==> src/rtl/board_io_pkg.sv <==
// Shared types and constants for the board IO bridge: LCD sequencer states,
// the LCD command snapshot and bit positions inside the core's IO words.
package board_io_pkg;

  typedef enum logic [1:0] {
    IDLE,
    SETUP,
    PULSE,
    HOLD
  } lcd_state_e;

  typedef struct packed {
    logic       rs;
    logic       rw;
    logic [7:0] data;
  } lcd_cmd_t;

  // Field positions inside the core's LCD word
  localparam int LCD_DATA_LSB = 0;
  localparam int LCD_DATA_MSB = 7;
  localparam int LCD_RW_BIT   = 8;
  localparam int LCD_RS_BIT   = 9;
  localparam int LCD_REQ_BIT  = 10;
  localparam int LCD_ON_BIT   = 31;

  // Position of the busy flag in the switch word returned to the core
  localparam int SW_BUSY_BIT  = 31;

  function automatic int max3(input int a, input int b, input int c);
    int m;
    m = (a > b) ? a : b;
    return (m > c) ? m : c;
  endfunction

endpackage

==> src/rtl/sw_debounce.sv <==
// Single switch conditioner: two-flop synchroniser followed by a stability
// counter. The accepted level only follows the pin after it has held a new
// level for DB_CYC consecutive synchronised samples.
module sw_debounce #(
  parameter int DB_CYC = 500000
) (
  input  logic clk_i,
  input  logic rst_ni,
  input  logic sw_i,
  output logic sw_o
);

  localparam int CNT_W = (DB_CYC < 1) ? 1 : $clog2(DB_CYC + 1);

  logic             sync1_q;
  logic             sync2_q;
  logic             acc_q;
  logic             acc_d;
  logic [CNT_W-1:0] cnt_q;
  logic [CNT_W-1:0] cnt_d;

  // Count mismatching samples; toggle the accepted level once the run is long enough
  always_comb begin
    acc_d = acc_q;
    cnt_d = '0;
    if (sync2_q != acc_q) begin
      if (cnt_q >= CNT_W'(DB_CYC - 1)) begin
        acc_d = ~acc_q;
      end else begin
        cnt_d = cnt_q + CNT_W'(1);
      end
    end
  end

  // Synchroniser, stability counter and accepted level
  always_ff @(posedge clk_i or negedge rst_ni) begin
    if (!rst_ni) begin
      sync1_q <= 1'b0;
      sync2_q <= 1'b0;
      cnt_q   <= '0;
      acc_q   <= 1'b0;
    end else begin
      sync1_q <= sw_i;
      sync2_q <= sync1_q;
      cnt_q   <= cnt_d;
      acc_q   <= acc_d;
    end
  end

  assign sw_o = acc_q;

endmodule

==> src/rtl/board_io_bridge.sv <==
// Registered bridge between the core's memory-mapped IO words and the board
// pins: debounced switches, LED/HEX copies, an HD44780 strobe sequencer with
// a one-entry pending buffer, and a sticky protocol-error flag.
module board_io_bridge
  import board_io_pkg::*;
#(
  parameter int SW_W           = 17,
  parameter int LEDR_W         = 17,
  parameter int LEDG_W         = 8,
  parameter int NUM_HEX        = 8,
  parameter bit HEX_ACTIVE_LOW = 1'b1,
  parameter int DB_CYC         = 500000,
  parameter int LCD_SETUP_CYC  = 3,
  parameter int LCD_EN_CYC     = 25,
  parameter int LCD_HOLD_CYC   = 3
) (
  input  logic                    clk_i,
  input  logic                    rst_ni,
  input  logic [SW_W-1:0]         sw_i,
  output logic [31:0]             io_sw_o,
  input  logic [31:0]             io_lcd_i,
  input  logic [31:0]             io_ledg_i,
  input  logic [31:0]             io_ledr_i,
  input  logic [NUM_HEX-1:0][31:0] io_hex_i,
  output logic [LEDG_W-1:0]       ledg_o,
  output logic [LEDR_W-1:0]       ledr_o,
  output logic [NUM_HEX-1:0][6:0] hex_o,
  output logic [7:0]              lcd_data_o,
  output logic                    lcd_rw_o,
  output logic                    lcd_rs_o,
  output logic                    lcd_en_o,
  output logic                    lcd_on_o,
  output logic                    lcd_busy_o,
  output logic                    err_o
);

  localparam int CNT_W = $clog2(max3(LCD_SETUP_CYC, LCD_EN_CYC, LCD_HOLD_CYC) + 1);
  localparam logic [6:0]  HEX_INV     = {7{HEX_ACTIVE_LOW}};
  localparam logic [31:0] LEDG_UNUSED = ~(32'hFFFF_FFFF >> (32 - LEDG_W));
  localparam logic [31:0] LEDR_UNUSED = ~(32'hFFFF_FFFF >> (32 - LEDR_W));

  logic [SW_W-1:0]         sw_acc;
  logic [LEDG_W-1:0]       ledg_q;
  logic [LEDR_W-1:0]       ledr_q;
  logic [NUM_HEX-1:0][6:0] hex_q;
  logic                    lcd_on_q;
  logic                    req_prev_q;
  logic                    req;
  lcd_cmd_t                new_cmd;

  lcd_state_e              state_q, state_d;
  logic [CNT_W-1:0]        cnt_q, cnt_d;
  lcd_cmd_t                cmd_q, cmd_d;
  lcd_cmd_t                pend_q, pend_d;
  logic                    pend_valid_q, pend_valid_d;
  logic                    cnt_expired;
  logic                    overflow;
  logic                    unused_nz;
  logic                    err_q;

  for (genvar g = 0; g < SW_W; g++) begin : g_db
    sw_debounce #(
      .DB_CYC (DB_CYC)
    ) u_db (
      .clk_i  (clk_i),
      .rst_ni (rst_ni),
      .sw_i   (sw_i[g]),
      .sw_o   (sw_acc[g])
    );
  end

  assign req          = io_lcd_i[LCD_REQ_BIT] & ~req_prev_q;
  assign new_cmd.rs   = io_lcd_i[LCD_RS_BIT];
  assign new_cmd.rw   = io_lcd_i[LCD_RW_BIT];
  assign new_cmd.data = io_lcd_i[LCD_DATA_MSB:LCD_DATA_LSB];
  assign cnt_expired  = (cnt_q <= CNT_W'(1));

  // Registered copies of the LED, HEX and LCD-on words plus the strobe edge history
  always_ff @(posedge clk_i or negedge rst_ni) begin
    if (!rst_ni) begin
      ledg_q     <= '0;
      ledr_q     <= '0;
      hex_q      <= {NUM_HEX{HEX_INV}};
      lcd_on_q   <= 1'b0;
      req_prev_q <= 1'b0;
    end else begin
      ledg_q     <= io_ledg_i[LEDG_W-1:0];
      ledr_q     <= io_ledr_i[LEDR_W-1:0];
      for (int i = 0; i < NUM_HEX; i++) hex_q[i] <= io_hex_i[i][6:0] ^ HEX_INV;
      lcd_on_q   <= io_lcd_i[LCD_ON_BIT];
      req_prev_q <= io_lcd_i[LCD_REQ_BIT];
    end
  end

  // Any set bit outside the defined fields of the core words is a protocol error
  always_comb begin
    unused_nz = (|io_lcd_i[LCD_ON_BIT-1:LCD_REQ_BIT+1])
              | (|(io_ledg_i & LEDG_UNUSED))
              | (|(io_ledr_i & LEDR_UNUSED));
    for (int i = 0; i < NUM_HEX; i++) unused_nz = unused_nz | (|io_hex_i[i][31:7]);
  end

  // LCD sequencer next state, command snapshot, pending buffer and overflow detection
  always_comb begin
    state_d      = state_q;
    cnt_d        = cnt_q;
    cmd_d        = cmd_q;
    pend_d       = pend_q;
    pend_valid_d = pend_valid_q;
    overflow     = 1'b0;
    case (state_q)
      IDLE: begin
        if (pend_valid_q) begin
          cmd_d   = pend_q;
          state_d = SETUP;
          cnt_d   = CNT_W'(LCD_SETUP_CYC);
          if (req) pend_d = new_cmd;
          else     pend_valid_d = 1'b0;
        end else if (req) begin
          cmd_d   = new_cmd;
          state_d = SETUP;
          cnt_d   = CNT_W'(LCD_SETUP_CYC);
        end
      end
      SETUP: begin
        if (cnt_expired) begin
          state_d = PULSE;
          cnt_d   = CNT_W'(LCD_EN_CYC);
        end else begin
          cnt_d = cnt_q - CNT_W'(1);
        end
      end
      PULSE: begin
        if (cnt_expired) begin
          state_d = HOLD;
          cnt_d   = CNT_W'(LCD_HOLD_CYC);
        end else begin
          cnt_d = cnt_q - CNT_W'(1);
        end
      end
      HOLD: begin
        if (cnt_expired) state_d = IDLE;
        else             cnt_d   = cnt_q - CNT_W'(1);
      end
      default: state_d = IDLE;
    endcase
    if (state_q != IDLE && req) begin
      if (!pend_valid_q) begin
        pend_d       = new_cmd;
        pend_valid_d = 1'b1;
      end else begin
        overflow = 1'b1;
      end
    end
  end

  // Sequencer state, LCD pin registers, pending entry and sticky error
  always_ff @(posedge clk_i or negedge rst_ni) begin
    if (!rst_ni) begin
      state_q      <= IDLE;
      cnt_q        <= '0;
      cmd_q        <= '0;
      pend_q       <= '0;
      pend_valid_q <= 1'b0;
      err_q        <= 1'b0;
    end else begin
      state_q      <= state_d;
      cnt_q        <= cnt_d;
      cmd_q        <= cmd_d;
      pend_q       <= pend_d;
      pend_valid_q <= pend_valid_d;
      err_q        <= err_q | unused_nz | overflow;
    end
  end

  // Switch word returned to the core: busy flag on top, debounced switches at the bottom
  always_comb begin
    io_sw_o              = '0;
    io_sw_o[SW_W-1:0]    = sw_acc;
    io_sw_o[SW_BUSY_BIT] = lcd_busy_o;
  end

  assign ledg_o     = ledg_q;
  assign ledr_o     = ledr_q;
  assign hex_o      = hex_q;
  assign lcd_data_o = cmd_q.data;
  assign lcd_rs_o   = cmd_q.rs;
  assign lcd_rw_o   = cmd_q.rw;
  assign lcd_en_o   = (state_q == PULSE);
  assign lcd_on_o   = lcd_on_q;
  assign lcd_busy_o = (state_q != IDLE) | pend_valid_q;
  assign err_o      = err_q;

endmodule

==> config.mk <==
export PLATFORM = sky130hd
export DESIGN_NAME = board_io_bridge
export DESIGN_NICKNAME = d
export VERILOG_FILES = /design/src/rtl/board_io_pkg.sv /design/src/rtl/sw_debounce.sv /design/src/rtl/board_io_bridge.sv
export SDC_FILE = /design/constraint.sdc
export NUM_CORES = 1
export LEC_CHECK = 0
export CAP_MARGIN = 10
export CORE_MARGIN = 8
export CORE_UTILIZATION = 25
export DETAILED_ROUTE_END_ITERATION = 8
export GPL_TIMING_DRIVEN = 0
export SLEW_MARGIN = 25
export SYNTH_ARGS = -nofsm -noshare
export SYNTH_HDL_FRONTEND = slang
export SYNTH_SLANG_ARGS = --single-unit
==> constraint.sdc <==
create_clock -name clk_i -period 2.45 [get_ports clk_i]
set_clock_uncertainty 0.05 [all_clocks]
set_input_delay 0.735 -clock clk_i [delete_from_list [all_inputs] [get_ports clk_i]]
set_output_delay 0.735 -clock clk_i [all_outputs]
set_load 0.05 [all_outputs]
# Word-level counts from Yosys, hierarchy flattened
# Index checks and enable logic that the tools add are counted.
[totals] register_bits=486 output_inout_bits=127 elab_cells=286 input_bits=371
[op_classes] n_eq_ne=25 n_mux=60 bitwise=40 n_reduce_logical=35 n_lt_le_gt_ge=18 add_sub_neg=18
[ops] op="19-bit 2-to-1 mux" n=34
[ops] op="19-bit by 1-bit adder with 19-bit output (second input constant)" n=17
[ops] op="19-bit greater-or-equal comparator (second input constant)" n=17
[ops] op="25-bit OR reduction" n=8
[ops] op="10-bit 2-to-1 mux" n=7
[ops] op="7-bit NOT" n=8
[ops] op="2-bit AND reduction" n=19
[ops] op="5-bit 2-to-1 mux" n=5
[ops] op="24-bit OR reduction" n=1
[ops] op="5-bit case mux with 4 select lines" n=1
[ops] op="20-bit OR reduction" n=1
[ops] op="1-bit NOT" n=18
[ops] op="1-bit inequality test" n=17
[ops] op="15-bit OR reduction" n=1
[ops] op="1-bit OR" n=13
[ops] op="2-bit 2-to-1 mux" n=5
[ops] op="2-bit case mux with 4 select lines" n=1
[ops] op="1-bit 2-to-1 mux" n=7
[ops] op="2-bit inequality test (second input constant)" n=3
[ops] op="5-bit by 1-bit <= comparator with 1-bit output (second input constant)" n=1
[ops] op="5-bit by 1-bit subtractor with 5-bit output (second input constant)" n=1
[ops] op="2-bit equality test (second input constant)" n=2
[ops] op="4-bit AND reduction" n=1
[ops] op="2-bit nonzero test" n=2
[ops] op="other kinds (6)" n=6

# Logic depth before layout (Yosys ltp)
[depth] depth_word=13 ltp_mapped=8 depth_no_buf=7

# Hierarchy
# From an unflattened synthesis, not the netlist that was laid out.
[hier_totals] hier_cells=2278 hier_area_um2=23801.6
[by_module_without_submodules] mod="sw_debounce" n_inst=17 area_each_um2=1138.6 cells_per_inst=112 seq_area_each_um2=550.5
[by_module_without_submodules] mod="board_io_bridge" n_inst=1 area_each_um2=4445.5 cells_per_inst=374 seq_area_each_um2=2872.8

# Worst setup path after synthesis
# No wires, ideal clock.
[synth_path] path_type="flip-flop to output port" startpoint="reg state_q[0]" endpoint="out io_sw_o[31]" setup_slack_ps=130 t_arrival_ps=1535 n_path_buf=2 stages_incl_launch_ff=6 t_required_ps=1665 path_cell_list="dfrtp_1 > inv_1 > ha_1 > clkbuf_1 > nand2b_1 > buf_4"
[synth_via] elab_chain_len=2
[synth_lines] item="start: declaration" line="board_io_bridge.sv:51" rtl="lcd_state_e state_q, state_d;"
[synth_lines] item="start signal: assignment" line="board_io_bridge.sv:167" rtl="state_q <= state_d;"
[synth_lines] item="2-bit nonzero test" line="board_io_bridge.sv:191" rtl="assign lcd_busy_o = (state_q != IDLE) | pend_valid_q;"
[synth_lines] item="1-bit OR" line="board_io_bridge.sv:191"
[synth_lines] item="end: declaration" line="board_io_bridge.sv:20" rtl="output logic [31:0] io_sw_o,"
# Every way passes these cells.

# Worst setup path after layout
[layout_path] startpoint="reg state_q[1]" endpoint="out io_sw_o[31]"
# Same word-level chain as after synthesis.

==> impl_metrics.csv <==
group,metric,value,unit
run_status,run_status,"complete, but fails checks",
run_status,violations,"negative setup slack",
placed_design,gp_congestion,0.8008,
final_layout,final_common_cell,"dfrtp_1",
cts,root_buffer,"clkbuf_16",
placed_design,post-place-cells,3758,
placed_design,dpl.hpwl,47110,um
final_layout,n_antenna_cell,0,
route,routed_wl,61600,um
synthesis,synthArstFlopShare,100.0,%
synthesis,syn_inst,2098,
route,vias,16768,
global_route,grt_usage,12.38,%
cts,clock-sinks,486,
sta,period_minus_slack,2.456,ns
synthesis,synth_top_area_share,49.41,%
cts,cts_tree,"built",
synthesis,ys_warn_count,0,
setup_path,critPathRequiredTime,1.66,ns
setup_path,worstPathArrival,1.67,ns
power_and_ir_drop,leakage,12.93,nW
die,fp.dieArea,96810,sq um
global_route,grt_pass1_vias,17115,
synthesis,yosys.area.top_type,"dfrtp_1",
power_and_ir_drop,p_per_area,675.9,nW/um^2
sta,setup_viol,1,
sta,whs,0.2952,ns
synthesis,ys_seq_elements,486,
final_layout,fin_cells,3867,
sta,drv_slew,0,
synthesis,yosys_most_used_dff,"dfrtp_1",
global_route,grt_pass1_wl,96940,um
die,die_x,311.1,um
synthesis,syn_avg_cell_area,10.38,sq um
sta,setup_slack,-0.005951,ns
sta,fin_crit_sh,100.2,%
synthesis,yosys-top-cells-area,"dfrtp_1 (49%), nor2_1 (6.9%), dfstp_2 (6.8%), xor2_1 (6.6%), xnor2_1 (5.0%)",
sta,max_freq,407.2,MHz
cts,clk_pin_slew_worst_paths,0.06,ns
global_route,grt_start_max_net_pins,90,
synthesis,synth.distinct_cells,56,
setup_path,end_kind,"output pin",
sta,worstMarginPinSlew,1.000,ns
die,io_pins,498,
synthesis,synth_area,21780,sq um
job,drv_cap,0,
global_route,gr-total-overflow,0,
cts,clk_latency,0.60,ns
worst_hold_path,min_path_type,"flop to flop",
synthesis,synth_edf_count,0,
final_layout,drive_gt1_share,12.68,%
route,post_drt_wl_per_cell,15.93,um
final_layout,syn2layout_area_growth,39.69,%
setup_path,path_max_fanout,4,
route,first_pass_iters,5,
sta,rsz0062_at_grt,"yes",
setup_path,reg2reg_slack,0.19,ns
setup_path,critPathKind,"flop to output pin",
setup_path,critPathLaunchType,"flop",
cts,cts_buffer_depth,3,
final_layout,layout_common_cells,"dfrtp_1 (429), nor2_1 (402), clkdlybuf4s50_1 (366)",
die,num_rows,108,
cts,cts_buffers,56,
route,ant_nets,0,
cts,htree_levels,2,
die,core,86480,sq um
die,dieHeight,311.1,um
final_layout,final_nets,3061,
die,start_util,25.18,%
route,first_iter_violations,782,
placed_design,port-buffer-count,483,
route,drc,0,
power_and_ir_drop,peakVddDrop,420.3,uV
sta,hold_violations,0,
route,routed_via_density,4.336,
sta,slew_headroom,32.70,%
global_route,antenna_found_initial,9,
synthesis,ys_seq_area_share,56.17,%
[layer usage]
| metal | global-route usage [%] | vias to the layer above | part of all wire [%] |
|---|---|---|---|
| met5 | 0 | - | 0.021 |
| met4 | 3.529 | 2 | 2.7 |
| met3 | 3.359 | 86 | 6.3 |
| met2 | 20.29 | 473 | 46 |
| met1 | 15.96 | 7936 | 45 |
| li1 | - | 8271 | - |
[cell type report]
| class | instances | area [sq um] |
|---|---|---|
| Inverter | 102 | 382.9 |
| Fill cell | 8778 | 56060 |
| Clock buffer | 77 | 1632 |
| Multi-Input combinational cell | 1457 | 8914 |
| Buffer | 65 | 411.6 |
| Timing Repair Buffer | 499 | 5095 |
| Clock inverter | 26 | 306.5 |
| Sequential cell | 486 | 12230 |
| Tap cell | 1155 | 1445 |
[state kept, by name, indices dropped and copies added (netlist names)]
name,cells
ledr_o,17
pend_valid_q,1
pend_q,10
g_db.u_db.sw_o,17
g_db.u_db.sync2_q,17
lcd_rs_o,1
hex_o,56
lcd_data_o,8
cnt_q,5
lcd_rw_o,1
req_prev_q,1
g_db.u_db.cnt_q,323
ledg_o,8
lcd_on_o,1
state_q,2
g_db.u_db.sync1_q,17
err_o,1
[cell usage after synthesis, drive strengths merged, types with 25 or more instances]
master / count
xnor2: 125
nor4: 81
nor2: 402
nand4: 107
inv: 102
nor3: 37
buf: 49
nand2: 136
nand3: 87
o21ai: 25
and3: 52
dfrtp: 430
xor2: 163
mux2: 28
dfstp: 56
[path summary, 6_finish.rpt]
check                                                     start  cells past startpoint                         endpoint
worst max-delay path                     state_q[1]$_DFFE_PN0P_                      5                      io_sw_o[31]
worst min-delay path            g_db[13].u_db.sync1_q$_DFF_PN0_                      0  g_db[13].u_db.sync2_q$_DFF_PN0_
worst max register to register           state_q[1]$_DFFE_PN0P_                      9                  err_o$_DFF_PN0_
worst min register to register  g_db[13].u_db.sync1_q$_DFF_PN0_                      0  g_db[13].u_db.sync2_q$_DFF_PN0_
max in group asynchronous                                rst_ni                      5               hex_o[4]$_DFF_PN1_
min in group asynchronous                                rst_ni                      2  g_db[9].u_db.cnt_q[2]$_DFF_PN0_
[metrics by stage]
stage / worst slack (ns) / power (mW) / utilization, % / TNS (ns) / area, sq um
after floorplan: 0.1300 / 10.44 / - / 0 / 21820
final: -0.005951 / 20.56 / 35.17 / -0.005951 / 30420
after detailed placement: -1.114 / 12.05 / 32.76 / -2.640 / 28330
after global routing: -0.1012 / 21.60 / 35.17 / -0.1012 / 30420
after CTS: -0.1259 / 20.96 / 35.08 / -0.1383 / 30340
after global placement: -22.18 / 12.01 / 32.50 / - / 28100
[power breakdown]
part | total (mW) | internal (mW) | switching [mW]
clock network | 8.66 | 5.28 | 3.38
logic | 3.20 | 1.37 | 1.83
registers | 8.70 | 8.46 | 0.239
[timing repair]
action,4_1_cts,5_1_grt
gates cloned,0,2
pin swaps,3,1
buffers inserted,1,3
hold endpoints to repair,51,0
gates resized for setup,261,31
endpoints found under the setup margin,114,180
hold buffers,1,0
[critical path, stage by stage, from the launching register on]
cell and delay, ns:
dfrtp_2 0.44, inv_2 0.09, ha_4 0.15, nand2b_4 0.09, buf_4 0.15, buf_6 0.14
[cells by family (layout without fill, tap and decap cells)]
| family | after synthesis | in the layout | synth area share [%] |
|---|---|---|---|
| mux | 38 | 38 | 1.908 |
| compound gates | 118 | 118 | 3.741 |
| other cells | 1 | 14 | 0.01722 |
| buf+inv | 168 | 769 | 3.654 |
| fa+ha+maj | 23 | 23 | 1.322 |
| simple gates | 976 | 976 | 21.60 |
| flops | 486 | 486 | 56.17 |
| xor+xnor | 288 | 288 | 11.58 |
No activity file was read; power rests on OpenSTA's default activity.
